===== src/rtl/axi_transmit.sv =====
// Word-to-packet serializer: splits a DATA_WIDTH word into BUS_WIDTH packets,
// least-significant slice first, with valid/ready backpressure and busy/drop upstream.
module axi_transmit #(
  parameter int BUS_WIDTH  = 16,
  parameter int DATA_WIDTH = 32
) (
  input  logic                  clk,
  input  logic                  rst,
  input  logic [DATA_WIDTH-1:0] data,
  input  logic                  valid_data,
  output logic                  busy,
  output logic                  drop,
  output logic [BUS_WIDTH-1:0]  packet,
  output logic                  valid_pack,
  input  logic                  pack_rdy,
  output logic                  last_pack,
  output logic                  send_done
);

  localparam int RAW_PACKS = (DATA_WIDTH + BUS_WIDTH - 1) / BUS_WIDTH;
  localparam int NUM_PACKS = (RAW_PACKS < 1) ? 1 : RAW_PACKS;
  localparam int SHW       = NUM_PACKS * BUS_WIDTH;
  localparam int CW        = $clog2(NUM_PACKS + 1);

  typedef enum logic {IDLE, SEND} state_t;

  state_t          state_q, state_d;
  logic [SHW-1:0]  shreg_q, shreg_d;
  logic [CW-1:0]   packCnt_q, packCnt_d;
  logic            drop_q, drop_d;
  logic            sendDone_q, sendDone_d;
  logic            isSend;
  logic            isLast;

  assign isSend = (state_q == SEND);
  assign isLast = isSend && (packCnt_q == CW'(NUM_PACKS - 1));

  always_ff @(posedge clk or posedge rst) begin
    if (rst) begin
      state_q    <= IDLE;
      shreg_q    <= '0;
      packCnt_q  <= '0;
      drop_q     <= 1'b0;
      sendDone_q <= 1'b0;
    end else begin
      state_q    <= state_d;
      shreg_q    <= shreg_d;
      packCnt_q  <= packCnt_d;
      drop_q     <= drop_d;
      sendDone_q <= sendDone_d;
    end
  end

  always_comb begin
    state_d    = state_q;
    shreg_d    = shreg_q;
    packCnt_d  = packCnt_q;
    drop_d     = valid_data && isSend;
    sendDone_d = 1'b0;
    case (state_q)
      IDLE: begin
        if (valid_data) begin
          // Zero-extend so any slack in the final packet reads as zero.
          shreg_d                   = '0;
          shreg_d[DATA_WIDTH-1:0]   = data;
          packCnt_d                 = '0;
          state_d                   = SEND;
        end
      end
      SEND: begin
        if (pack_rdy) begin
          shreg_d   = shreg_q >> BUS_WIDTH;
          packCnt_d = packCnt_q + CW'(1);
          if (isLast) begin
            state_d    = IDLE;
            sendDone_d = 1'b1;
          end
        end
      end
      default: state_d = IDLE;
    endcase
  end

  assign busy       = isSend;
  assign valid_pack = isSend;
  assign packet     = isSend ? shreg_q[BUS_WIDTH-1:0] : '0;
  assign last_pack  = isLast;
  assign drop       = drop_q;
  assign send_done  = sendDone_q;

endmodule


===== config.mk =====
export PLATFORM = sky130hd
export DESIGN_NAME = axi_transmit
export DESIGN_NICKNAME = d
export VERILOG_FILES = /design/src/rtl/axi_transmit.sv
export SDC_FILE = /design/constraint.sdc
export NUM_CORES = 1
export LEC_CHECK = 0
export BUFFER_PORTS_ARGS = -buffer_cell sky130_fd_sc_hd__clkbuf_2
export CAP_MARGIN = 20
export CELL_PAD_IN_SITES_DETAIL_PLACEMENT = 0
export CELL_PAD_IN_SITES_GLOBAL_PLACEMENT = 1
export CORE_AREA = 2 2 73 75
export DETAILED_ROUTE_END_ITERATION = 12
export DIE_AREA = 0 0 75 77
export PLACE_DENSITY_LB_ADDON = 0.1
export SYNTH_ARGS = -nofsm -noshare
export SYNTH_HDL_FRONTEND = slang
export SYNTH_SLANG_ARGS = --single-unit
export TNS_END_PERCENT = 10

===== constraint.sdc =====
create_clock -name clk -period 1.9 [get_ports clk]
set_clock_uncertainty 0.15 [all_clocks]
set_input_delay 0.285 -clock clk [delete_from_list [all_inputs] [get_ports clk]]
set_output_delay 0.285 -clock clk [all_outputs]
set_load 0.01 [all_outputs]

==> results of run 1 <==
-- layer usage --
metal  up-vias  wire, um  part of all wire [%]  global-route usage (%)
li1        661         -                     -                       -
met1       705      1860                    45                    21.0
met2        34      2030                    49                    25.4
met3         5       226                   5.4                    5.12
met4         0        46                   1.1                    4.29
met5         -         0                     0                       0
-- power by group --
part           internal [mW]  switching [mW]  total, mW  leakage (nW)
logic                  0.610           0.620       1.23         0.727
clock network          0.254           0.271      0.525        0.0450
registers               1.09           0.198       1.28         0.489
total                   1.95            1.09       3.04          1.26
-- through the flow --
step	hold slack (ns)	util [%]	instances	setup slack (ns)	total power, mW
floorplan	0.275	-	154	0.400	2.17
finish	0.0654	45.8	282	0.166	3.04
global placement	0.256	43.9	273	0.244	2.48
detailed placement	0.258	43.9	273	0.191	2.54
CTS	0.0610	45.8	282	0.0586	3.07
global route	0.0672	45.8	282	0.0333	3.29
-- layout make-up --
cell class / instances / area share (%)
clock buffers: 6 / 3.18
clock inverters: 2 / 0.439
inverters: 2 / 0.329
multi-input cells: 101 / 36.4
flip-flops and latches: 37 / 40.6
well taps: 70 / 3.84
repair buffers: 64 / 15.2
-- how the worst max path moves through the flow --
stage | to | slack [ns] | depth (start not counted)
2_1_floorplan | packet[0] | 0.40 | 4
3_3_place_gp | shreg_q[4]$_DFFE_PP0P_ | 0.24 | 2
3_5_place_dp | shreg_q[4]$_DFFE_PP0P_ | 0.19 | 2
4_1_cts | last_pack | 0.06 | 3
5_1_grt | shreg_q[4]$_DFFE_PP0P_ | 0.03 | 2
6_report | last_pack | 0.17 | 3
-- timing repair --
action	4_1_cts	5_1_grt
setup endpoints to repair	0	3
hold buffers	1	0
resized for setup	0	1
endpoints found under the hold margin	37	0
buffers inserted	0	0
-- logic make-up (layout without fill, tap and decap cells) --
family | Yosys count | after routing | synth area share (%)
AND/OR/NAND/NOR | 38 | 38 | 11.8
multiplexers | 39 | 39 | 21.6
AO/OA/AOI/OAI | 23 | 23 | 10.4
flip-flops | 37 | 37 | 49.7
adder cells (fa/ha/maj) | 1 | 1 | 0.672
buffers and inverters | 16 | 74 | 5.71
-- cell usage after synthesis (all sizes together) --
| library cell | n |
|---|---|
| ha | 1 |
| and3 | 6 |
| and2 | 18 |
| a221o | 5 |
| nor2 | 2 |
| dfrtp | 37 |
| o22ai | 5 |
| a22o | 11 |
| nor2b | 5 |
| mux2i | 39 |
| clkbuf | 1 |
| buf | 13 |
| inv | 2 |
| nand2 | 6 |
| o2bb2ai | 1 |
| a21o | 1 |
| and3b | 1 |
-- critical path, delay by kind of cell (launching register included) --
family,cells,cell delay (ns)
buf+inv,2,0.40
flops,1,0.42
simple gates,1,0.18
-- sequential cells by signal, indices dropped and copies added, names as in the netlist --
register   flops
shreg_q       32
send_done      1
drop           1
busy           1
packCnt_q      2
==> out/results.txt, run 1 <==
The run finished with clean final reports. For this run, the slowest stage of the critical path takes 0.42 ns. The detailed-placement wirelength estimate is 2830 um, and the data arrival time of the critical path is 1.30 ns.

The tools report the area of the mapped netlist as 1860 sq um. In this run the vertical extent of the chip is 77 um. After clock tree synthesis, the clock-pin slew on the worst setup and hold paths is 0.07 ns.

The run gives 36.1% as the headroom to the max-slew limit. The largest fanout of any net on the critical path was 32; the initial core utilization was 37.4%. Routed wire length per instance: 14.8 um.

For the first-pass detailed-route iteration total, the log shows 4. In this run the register-to-register setup slack is 0.21 ns. The detailed router finished its first iteration with 69 violations.

The remaining number of nets flagged by the antenna check after routing was 0; the actual transition at the worst max-transition pin was 0.957 ns. 57 I/O pins were placed. Leaving out fill and tap cells, the most frequent cells in the layout are clkbuf_2, mux2i_1, dfrtp_1, and2_1, a22o_1. The tools report the count of standard-cell rows as 26. Entering global routing, the biggest net connects 38 pins. The final number of max-transition violations was 0; the final worst-path cycle share was 91.3%. Once placement finished, the instance area stood at 2180 sq um. For this design the ratio of total power to cell area is 1330 nW/um^2.

Critical path startpoint: busy$_DFF_PP0_. The logs give 0 for the antenna diode count and 16.0% for the aggregate global-route resource usage. Relative to the synthesized area, the layout overhead comes to 22.5%. The worst min-delay path endpoint was shreg_q[23]$_DFFE_PP0P_. The layout cell share with drive strength beyond 1 was 34.0%. TritonCTS created 5 clock buffers.

The tool flagged a number of max-cap violations equal to 0. Yosys attributes the largest share of cell area to dfrtp_1, mux2i_1, and2_1. STA classifies the critical path endpoint as an output port.

The most common cell after layout, fill and taps aside is clkbuf_2. The data required time at the worst endpoint is 1.46 ns, and the post-synthesis net count is 191. Setup violations remaining at the end of the flow were counted as 0. Walking the worst path, the cells encountered are buf_6 > and2_1 > clkbuf_2. The via density per instance is 4.98, and the proportion of synthesized chip area in sequential cells is 49.7%. Counting the fill cells in the layout gives 473. The logs give 0 ns for the setup total negative slack and 154 for the post-synthesis cell count. The number of failing hold endpoints at the final stage came out at 0.

The launching element type of the critical path was a flop. The initial antenna violation count is 0. The net count of the finished layout is 248. The critical path class is reg2out. Setup repair after global routing left no endpoint under its margin. For this design, the slowest cell found on the critical path is dfrtp_2. TritonCTS built the clock tree. The count of buffers added on input and output ports is 56. In this run the horizontal extent of the chip is 75 um.

After detailed routing, the number of remaining DRC violations is 0. The tools report the via count of the first global-routing pass as 1488. In this run the mean area of a mapped cell was 12.1 sq um. Number of sinks on the clock net: 37. The largest total area in the synthesized netlist belongs to dfrtp_1. For the worst-skew pair, the clock arrives at the later sink with an insertion delay of 0.29 ns. The count of synthesis-stage warnings from yosys was 0; the worst hold path cell count was 2. The finished cells cover 2280 sq um. The start point of the worst min-delay path was data[23]. The depth of the worst register-to-register path was 2. Summed over all layers, the routed wires come to 4160 um. In this run, distinct cell masters in the synthesized netlist total 20. The wire length of the first global-routing pass was 7060 um; the area share of the largest cell type after synthesis was 49.7%. Die area: 5780 sq um.

Global routing finished with a remaining overflow of 0. The core region is 4980 sq um. The leakage dissipation was 1.26 nW; the final critical delay including setup and external delays was 1.73 ns.

Derived from the worst setup path, the maximum achievable clock frequency is 0.577 GHz. The cell at the root of the clock tree was clkbuf_8. Endpoint of the worst register-to-register path: shreg_q[4]$_DFFE_PP0P_. In this run the critical register-to-register path is launched from busy$_DFF_PP0_. The path class of the tightest hold or removal check is in2reg.

The congestion estimate from routability-driven global placement came to 0.707. The number of H-tree levels was 2; the synthesis-stage register bit count was 37. The logs give 0.580 mV for the maximum vdd drop and 927 sq um for the register cell area after layout. The clock passes through at most 2 buffers. Detailed-route via count: 1405.

In the final layout, the multi-input gates occupy 830 sq um.
(Power assumes the default switching activity.)
==> run 2, diff against run 1 <==
--- a/config.mk
+++ b/config.mk
@@ -7,7 +7,7 @@
 export LEC_CHECK = 0
 export BUFFER_PORTS_ARGS = -buffer_cell sky130_fd_sc_hd__clkbuf_2
 export CAP_MARGIN = 20
-export CELL_PAD_IN_SITES_DETAIL_PLACEMENT = 0
+export CELL_PAD_IN_SITES_DETAIL_PLACEMENT = 1
 export CELL_PAD_IN_SITES_GLOBAL_PLACEMENT = 1
 export CORE_AREA = 2 2 73 75
 export DETAILED_ROUTE_END_ITERATION = 12
==> run 2 against run 1 <==
Compared with the run above: sequential cell count unchanged; largest cell class unchanged; fmax down 0.89%; critical endpoint unchanged; first-iteration DRC count down 12%; routed wire length up 10%; register-to-register slack about the same; core utilization unchanged.
==> out/results.txt, run 2 (synthesized netlist as in run 1, its figures left out) <==
The number of port buffers came out at 56 (unchanged). For the reg2reg setup slack, the log shows 0.21 ns (about the same). The fraction of power spent switching nets is 36.4% (+0.60 points), and the number of flip-flops under the largest register name is 32 (unchanged). The clock input transition at the sequential cells of the worst setup and hold paths is 0.08 ns (about the same).

The maximum vdd drop is 0.494 mV (-15%), and the setup total negative slack is 0 ns (unchanged). The top cell types in the final layout, fill and taps aside, are clkbuf_2, mux2i_1, dfrtp_1, and2_1, a22o_1. Number of buffers on the longest clock path: 2 (unchanged). The post-route non-filler standard cell count came out at 282 (unchanged). The path class of the tightest hold or removal check is in2reg. For the number of design rule violations left after detail routing, the log shows 0 (unchanged). The utilization of the core after routing came out at 45.8% (unchanged).

The tools report the total wire length as 4590 um (+10%). The setup path with the least slack is of type reg2out. The largest fanout of any net on the critical path is 32 (unchanged).

The flow ran to the end, and the final reports show no timing, DRC or antenna violations. The run gives 0 (unchanged) as the remaining number of nets flagged by the antenna check after routing. The root buffer cell chosen for the clock tree is clkbuf_8.

The tools report the post-route worst hold slack as 0.0606 ns (-0.00482 ns). The relative contribution of the clock network to total power was 17.4% (about the same). Register with the most flip-flops: shreg_q. The endpoint of the worst register-to-register path is shreg_q[29]$_DFFE_PP0P_. The depth of the worst register-to-register path was 2 (unchanged); the post-layout instance area was 2280 sq um (unchanged). Setup repair after global routing left no endpoint under its margin. For the aggregate global-route resource usage, the log shows 17.3% (+1.3 points).

The headroom to the max-slew limit came out at 36.7% (+0.64 points). The actual transition at the worst max-transition pin works out to 0.948 ns (-0.00965 ns). The layout cell share with drive strength beyond 1 came out at 34.0% (unchanged).

The fill cell total of the finished layout was 572 (+21%). The tools report the clock latency of the later-clocked register in the worst-skew pair as 0.29 ns (about the same). The worst hold path begins at data[20].

The die area is 5780 sq um (unchanged), and the setup-violating endpoint count in the final report is 0 (unchanged). TritonCTS built the clock tree. The overall die width works out to 75 um (unchanged).

The worst setup path is launched from a flop. The number of top-level design ports came out at 57 (unchanged). Final worst-path cycle share: 92.1% (+0.82 points). The antenna diode count came out at 0 (unchanged). The final estimated routing congestion in global placement came out at 0.707 (unchanged).

The source of the worst register-to-register timing path is busy$_DFF_PP0_. Traced cell by cell, the critical path runs through buf_6 > and2_1 > clkbuf_2. Die height: 77 um (unchanged). The first-iteration detailed-routing DRC count was 61 (-12%); the footprint of the multi-input gates was 830 sq um (unchanged). Floorplan core area: 4980 sq um (unchanged). The run gives 2 (unchanged) as the number of H-tree levels. For the net switching power, the log shows 1.12 mW (+2.7%). The initial core utilization was 37.4% (unchanged). The logs give 1409 (+0.28%) for the detailed-route via count and 927 sq um (unchanged) for the register cell area after layout. The share of power burned in registers is 42.0% (-0.3 points).

For the first-pass detailed-route iteration total, the log shows 4 (unchanged). The final critical delay including setup and external delays works out to 1.75 ns (+0.0157 ns). The net count of the finished layout was 248 (unchanged).

The largest registers in the layout are shreg_q: 32 flops, packCnt_q: 2 flops. The via count of the first global-routing pass was 1535 (+3.2%). The data required time at the worst endpoint is 1.46 ns (about the same), and the routed wire length per instance is 16.3 um (+10%). The largest net degree at the start of global routing is 38 (unchanged). The initial antenna violation count was 0 (unchanged).

STA classifies the critical path endpoint as an output port. The data arrival time of the critical path is 1.31 ns (about the same). The tools report the number of buffers created by CTS as 5 (unchanged).

The via density per instance came out at 5.00 (+0.28%). The final number of max-transition violations came out at 0 (unchanged). The worst min-delay path endpoint was shreg_q[20]$_DFFE_PP0P_. For this design, the slowest cell found on the critical path is dfrtp_2. The part of the total power dissipated in combinational logic was 40.5% (about the same).

The buffer and inverter count on the worst path was 2 (unchanged). The critical path starts at busy$_DFF_PP0_. The number of sinks on the clock net was 37 (unchanged); the number of failing hold endpoints at the final stage was 0 (unchanged). Maximum clock rate: 0.572 GHz (-0.89%). The most common cell after layout, fill and taps aside was clkbuf_2. The worst hold path cell count is 2 (unchanged), and the leakage dissipation is 1.26 nW (unchanged).

The tools report the detailed-placement wirelength estimate as 3220 um (+14%). For the number of placed instances, taps included, the log shows 273 (unchanged). For the count of standard-cell rows, the log shows 26 (unchanged). Broken down by cell family, the worst path's largest delay share belongs to flip-flops. The power density relative to cell area is 1350 nW/um^2 (+0.96%). The synthesis-to-layout area growth is 22.5% (unchanged), and the wire length of the first global-routing pass is 7580 um (+7.4%).

Largest incremental delay on the critical path: 0.43 ns (about the same). The total congestion overflow is 0 (unchanged), and the instance area at placement is 2180 sq um (unchanged). The internal power consumption is 1.95 mW (about the same), and the number of max-cap violations is 0 (unchanged).
==> run 2: routing by layer <==
metal	routed length [um]	vias to the layer above	global-route usage (%)	share of wire (%)
li1	-	661	-	-
met1	2010	714	22.7	44
met2	2340	32	27.6	51
met3	219	2	4.86	4.8
met4	22	0	4.82	0.48
met5	0	-	0	0
==> run 2: power groups by stage <==
stage	sequential, mW	clock, mW	combinational (mW)
after global routing	1.33	0.582	1.40
after detailed placement	1.30	0	1.27
after CTS	1.29	0.549	1.27
after floorplan	1.24	0	0.935
after global placement	1.28	0	1.21
final	1.29	0.536	1.24
==> run 2: layout make-up <==
| type | count | area share (%) |
|---|---|---|
| Inverter | 2 | 0.329 |
| Timing Repair Buffer | 64 | 15.2 |
| Multi-Input combinational cell | 101 | 36.4 |
| Clock buffer | 6 | 3.18 |
| Tap cell | 70 | 3.84 |
| Sequential cell | 37 | 40.6 |
| Clock inverter | 2 | 0.439 |
==> run 2: through the flow <==
stage                     worst slack [ns]  power, mW
after floorplan                      0.400       2.17
after global placement               0.244       2.48
after detailed placement             0.195       2.56
after CTS                           0.0387       3.11
after global routing                0.0698       3.31
final                                0.151       3.07
==> run 2: repair_timing <==
item,CTS,global route
endpoints found under the hold margin,37,0
buffers inserted,0,0
endpoints found under the setup margin,0,12
gates resized for setup,0,1
hold buffers,1,0
==> run 2: how the worst max path moves through the flow <==
stage                             end  slack [ns]  cells after the start
2_1_floorplan               packet[0]        0.40                      4
4_1_cts                     last_pack        0.04                      3
6_report                    last_pack        0.15                      3
5_1_grt                     last_pack        0.07                      3
3_3_place_gp   shreg_q[4]$_DFFE_PP0P_        0.24                      2
3_5_place_dp   shreg_q[4]$_DFFE_PP0P_        0.20                      2
